$ cat src/rtl/regfile_port_controller.sv
// Register-file write-port sequencer: post-reset init sweep, then wb/debug arbitration with a starvation slot.
// Latency: zero cycles, all outputs are combinational from state and inputs; the register file captures on the same edge.
// Backpressure: wb_stall holds the pipeline during init and forced debug slots; debug requests hold until dbg_gnt.
module regfile_port_controller #(
    parameter int          STARVE_LIMIT = 4,
    parameter logic [31:0] INIT_VALUE   = 32'h0
) (
    input  logic        clk,
    input  logic        reset,
    input  logic        wb_we,
    input  logic [4:0]  wb_addr,
    input  logic [31:0] wb_data,
    input  logic        dbg_req,
    input  logic [4:0]  dbg_addr,
    input  logic [31:0] dbg_data,
    output logic        dbg_gnt,
    output logic        wb_stall,
    output logic        init_busy,
    output logic        rf_we,
    output logic [4:0]  rf_addr,
    output logic [31:0] rf_data
);

    localparam int WW = $clog2(STARVE_LIMIT + 1);

    typedef enum logic [1:0] {
        INIT     = 2'd0,
        RUN      = 2'd1,
        DBG_SLOT = 2'd2
    } state_t;

    typedef struct packed {
        logic [4:0]  addr;
        logic [31:0] data;
    } wr_t;

    state_t        state, state_nxt;
    logic [4:0]    icnt, icnt_nxt;
    logic [WW-1:0] wcnt, wcnt_nxt;
    wr_t           sel;
    logic          sel_vld;
    logic          zero_guard;
    logic          rf_we_int;

    // State, init counter and starvation counter registers; reset restarts the init sweep.
    always_ff @(posedge clk) begin
        if (reset) begin
            state <= INIT;
            icnt  <= 5'd0;
            wcnt  <= '0;
        end else begin
            state <= state_nxt;
            icnt  <= icnt_nxt;
            wcnt  <= wcnt_nxt;
        end
    end

    // Next-state and write-source selection; reset forces the quiet, stalled output set.
    always_comb begin
        state_nxt  = state;
        icnt_nxt   = icnt;
        wcnt_nxt   = wcnt;
        sel_vld    = 1'b0;
        sel        = '0;
        dbg_gnt    = 1'b0;
        wb_stall   = 1'b0;
        init_busy  = 1'b0;
        zero_guard = 1'b1;

        case (state)
            INIT: begin
                // Register 0 is written here too, so it starts at INIT_VALUE like the rest.
                sel_vld    = 1'b1;
                sel        = '{addr: icnt, data: INIT_VALUE};
                wb_stall   = 1'b1;
                init_busy  = 1'b1;
                zero_guard = 1'b0;
                icnt_nxt   = icnt + 5'd1;
                if (icnt == 5'd31) begin
                    state_nxt = RUN;
                end
            end
            RUN: begin
                if (wb_we) begin
                    sel_vld = 1'b1;
                    sel     = '{addr: wb_addr, data: wb_data};
                    if (dbg_req) begin
                        // Last tolerated blocked cycle: steal the next cycle for debug.
                        if (wcnt == WW'(STARVE_LIMIT - 1)) begin
                            state_nxt = DBG_SLOT;
                            wcnt_nxt  = '0;
                        end else begin
                            wcnt_nxt = wcnt + 1'b1;
                        end
                    end else begin
                        wcnt_nxt = '0;
                    end
                end else if (dbg_req) begin
                    sel_vld  = 1'b1;
                    sel      = '{addr: dbg_addr, data: dbg_data};
                    dbg_gnt  = 1'b1;
                    wcnt_nxt = '0;
                end else begin
                    wcnt_nxt = '0;
                end
            end
            DBG_SLOT: begin
                // Pipeline holds; its write-back is re-presented next cycle.
                wb_stall  = 1'b1;
                state_nxt = RUN;
                if (dbg_req) begin
                    sel_vld = 1'b1;
                    sel     = '{addr: dbg_addr, data: dbg_data};
                    dbg_gnt = 1'b1;
                end
            end
            default: begin
                state_nxt = INIT;
                icnt_nxt  = 5'd0;
                wcnt_nxt  = '0;
            end
        endcase

        if (reset) begin
            sel_vld   = 1'b0;
            dbg_gnt   = 1'b0;
            wb_stall  = 1'b1;
            init_busy = 1'b1;
        end
    end

    // Register 0 stays zero after init: drop the write but keep any grant already issued.
    always_comb begin
        rf_we_int = sel_vld && !(zero_guard && (sel.addr == 5'd0));
        rf_we     = rf_we_int;
        rf_addr   = rf_we_int ? sel.addr : 5'd0;
        rf_data   = rf_we_int ? sel.data : 32'd0;
    end

endmodule

$ cat config.mk
export PLATFORM = sky130hd
export DESIGN_NAME = regfile_port_controller
export DESIGN_NICKNAME = d
export VERILOG_FILES = /design/src/rtl/regfile_port_controller.sv
export SDC_FILE = /design/constraint.sdc
export NUM_CORES = 1
export LEC_CHECK = 0
export ABC_AREA = 1
export BUFFER_PORTS_ARGS = -buffer_cell sky130_fd_sc_hd__clkbuf_2
export CAP_MARGIN = 20
export CELL_PAD_IN_SITES_DETAIL_PLACEMENT = 1
export CELL_PAD_IN_SITES_GLOBAL_PLACEMENT = 1
export CORE_MARGIN = 3
export CORE_UTILIZATION = 28
export CTS_BUF_LIST = sky130_fd_sc_hd__clkbuf_4
export CTS_CLUSTER_SIZE = 20
export DETAILED_ROUTE_END_ITERATION = 7
export PLACE_DENSITY_LB_ADDON = 0.1
export SETUP_SLACK_MARGIN = 0.5
export SLEW_MARGIN = 30
export SYNTH_ARGS = -nofsm -noshare
export SYNTH_HDL_FRONTEND = slang
export SYNTH_SLANG_ARGS = --single-unit
$ cat constraint.sdc
create_clock -name clk -period 4.95 [get_ports clk]
set_clock_uncertainty 0.05 [all_clocks]
set_input_delay 0.99 -clock clk [delete_from_list [all_inputs] [get_ports clk]]
set_output_delay 0.99 -clock clk [all_outputs]
set_load 0.02 [all_outputs]
==> out/qor.csv <==
stage,metric,value,unit
run_status,status,"complete, no violations",
cts,cts_hold_buffers,0,
cts,h-tree-depth,1,
critical_path,path_max_fanout,36,
logic_synthesis,yosysUniqueCellTypes,27,
cts,numClockSinks,10,
timing,final_hold_viol_count,0,
grt,antenna_found_initial,0,
logic_synthesis,ys_seq_area_share,13.0,%
run,max-cap-violations,0,
detailed_routing,drt-initial-drc-count,77,
finish,final_area,0.00217,sq mm
detailed_routing,num_vias,1961,
detailed_routing,via_per_inst,4.55,
finish,diodes,0,
floorplanning,fp-row-count,26,
worst_hold_path,min_path_type,register to register,
critical_path,critPathKind,primary input to output pin,
detailed_routing,ant_nets,0,
place,place_congestion,0.771,
timing,maxSlewHeadroom,75.6,%
cts,clock_path_buffers,2,
critical_path,startpoint,wb_we,
grt,first_global_vias,1925,
logic_synthesis,ys_ff_latch,10,
grt,grt_use_total,17.2,%
place,dp.final_hpwl,4820,um
grt,gr-total-overflow,0,
critical_path,crit_path_end_kind,output pin,
place,placed_area,0.00215,sq mm
cts,cts_tree,built,
timing,rsz0062_at_grt,no,
timing,min_period,3790,ps
critical_path,arrival,2750,ps
critical_path,regToRegStartpoint,state[0]$_SDFFE_PP0P_,
floorplanning,die_x,80.2,um
detailed_routing,route.detailed.drc,0,
critical_path,rr_worst_depth,8,
grt,grtUsageMet3,2.58,%
place,portBuffers,118,
finish,final_common_cell,clkbuf_2,
critical_path,reg2reg_slack,3150,ps
floorplanning,dieHeight,80.2,um
finish,drive_gt1_share,42.1,%
power_and_ir_drop,p_leak,1.14,nW
logic_synthesis,syn_area_per_cell,6.14,sq um
cts,path_clk_slew,60,ps
floorplanning,io_pins,119,
finish,final_cell_mix,"clkbuf_2, inv_1, nand2_1, a22o_1, nor2_1",
cts,clk_latency,270,ps
floorplanning,coreArea,0.00520,sq mm
critical_path,reg2reg_to,state[0]$_SDFFE_PP0P_,
logic_synthesis,synth_area,0.00154,sq mm
finish,syn_to_final_growth,41.1,%
worst_hold_path,hp-start,wcnt[2]$_SDFFE_PP0N_,
detailed_routing,wire_per_inst,13.2,um
cts,cts-buffers-inserted,3,
floorplanning,start_util,29.6,%
cts,cts-root-buf,clkbuf_4,
timing,fmax,264,MHz
timing,slew_violations,0,
timing,setup_viol,0,
grt,grt_pass1_wl,8890,um
timing,setup_tns,0,ps
logic_synthesis,synth_warnings,0,
detailed_routing,drt_wl_total,5700,um
timing,worst_pin_slew,365,ps
cts,post_cts_resized,0,
critical_path,required,3910,ps
logic_synthesis,syn_inst,251,
grt,grt-busiest-layer,met2,
floorplanning,dieArea,0.00643,sq mm
detailed_routing,dr.pass1.iters,4,
critical_path,startpoint_type,primary input,
grt,grt_start_max_net_pins,37,
worst_hold_path,holdPathEnd,wcnt[2]$_SDFFE_PP0N_,
finish,nets,449,
grt,grtUsageMet1,20.5,%
worst_hold_path,worstHoldPathCells,2,
power_and_ir_drop,p_per_area,145,mW/mm^2
logic_synthesis,syn_nets,337,
power_and_ir_drop,vdd_drop_max,123,uV
grt,grt_use_met2,30.7,%
cts,post_cts_buffers,0,
timing,timing.final.crit_share,76.6,%
==> sequential cells by signal (all words and copies together) (netlist names) <==
name,count
icnt,5
state,2
wcnt,3
==> cells by family after synthesis <==
family                     share of synthesized area, %
xor gates and xnor gates                          0.569
buffers and inverters                              20.4
and+or+nand+nor                                    36.1
adders and majority gates                          6.50
DFF                                                13.0
AOI/OAI and AO/OA                                  23.5
==> worst max-delay path by stage <==
stage / to / cells past startpoint
final: rf_data[11] / 13
after global placement: rf_data[11] / 13
after CTS: rf_data[3] / 13
after floorplan: rf_data[22] / 11
after global routing: rf_data[11] / 14
after detailed placement: rf_data[3] / 13
==> cell usage after synthesis <==
library cell,count,area [sq um]
inv_2,2,7.51
nor3_1,5,25.0
buf_6,2,22.5
inv_4,1,6.26
nand3_1,6,30.0
ha_1,8,100
nor2_1,27,101
buf_12,1,20.0
or2_2,1,6.26
buf_1,1,3.75
nor2_4,10,113
clkbuf_1,5,18.8
a311oi_1,1,8.76
nand2_1,47,176
o21ai_0,7,35.0
o21ai_1,1,5.00
dfxtp_1,10,200
nor2_2,9,56.3
a211oi_1,1,7.51
inv_1,56,210
nand2_2,4,25.0
a22o_1,32,280
xor2_1,1,8.76
buf_2,5,25.0
a21oi_1,5,25.0
nand3_2,1,10.0
nand4_1,2,12.5
==> metal layers <==
| metal | wire length (um) | part of all wire [%] |
|---|---|---|
| met1 | 2410 | 42 |
| met2 | 2750 | 48 |
| met3 | 424 | 7.4 |
| met4 | 123 | 2.2 |
| met5 | 0 | 0 |
==> per-stage QoR <==
step / hold slack (ps) / power [W] / instances / util [%] / worst slack (ps)
after floorplan: 374 / 0.000206 / 251 / - / 1780
after global placement: 396 / 0.000259 / 428 / 41.3 / 1190
after detailed placement: 410 / 0.000261 / 428 / 41.3 / 1140
after CTS: 420 / 0.000320 / 431 / 41.8 / 1130
after global routing: 441 / 0.000342 / 431 / 41.8 / 883
final: 414 / 0.000315 / 431 / 41.8 / 1160
==> where the power goes <==
group / switching, W / internal (W)
Clock: 0.0000289 / 0.0000282
Combinational: 0.000102 / 0.0000649
Sequential: 0.00000543 / 0.0000854
==> final cells by class <==
cell class	count	area [sq um]
Sequential cell	10	200
Inverter	59	224
Tap cell	70	87.6
Fill cell	761	3030
Multi-Input combinational cell	168	1030
Timing Repair Buffer	121	613
Clock buffer	3	22.5
==> worst max-delay path, cell delays in order <==
cell	delay, ps
clkbuf_2	150
nand2_2	90
inv_4	300
nand2_1	100
nand2_1	80
inv_1	40
nand2_1	60
o21ai_1	60
nand2_1	80
nand2_2	170
buf_4	280
nor2_1	140
clkbuf_2	190
(Power assumes the default switching activity.)
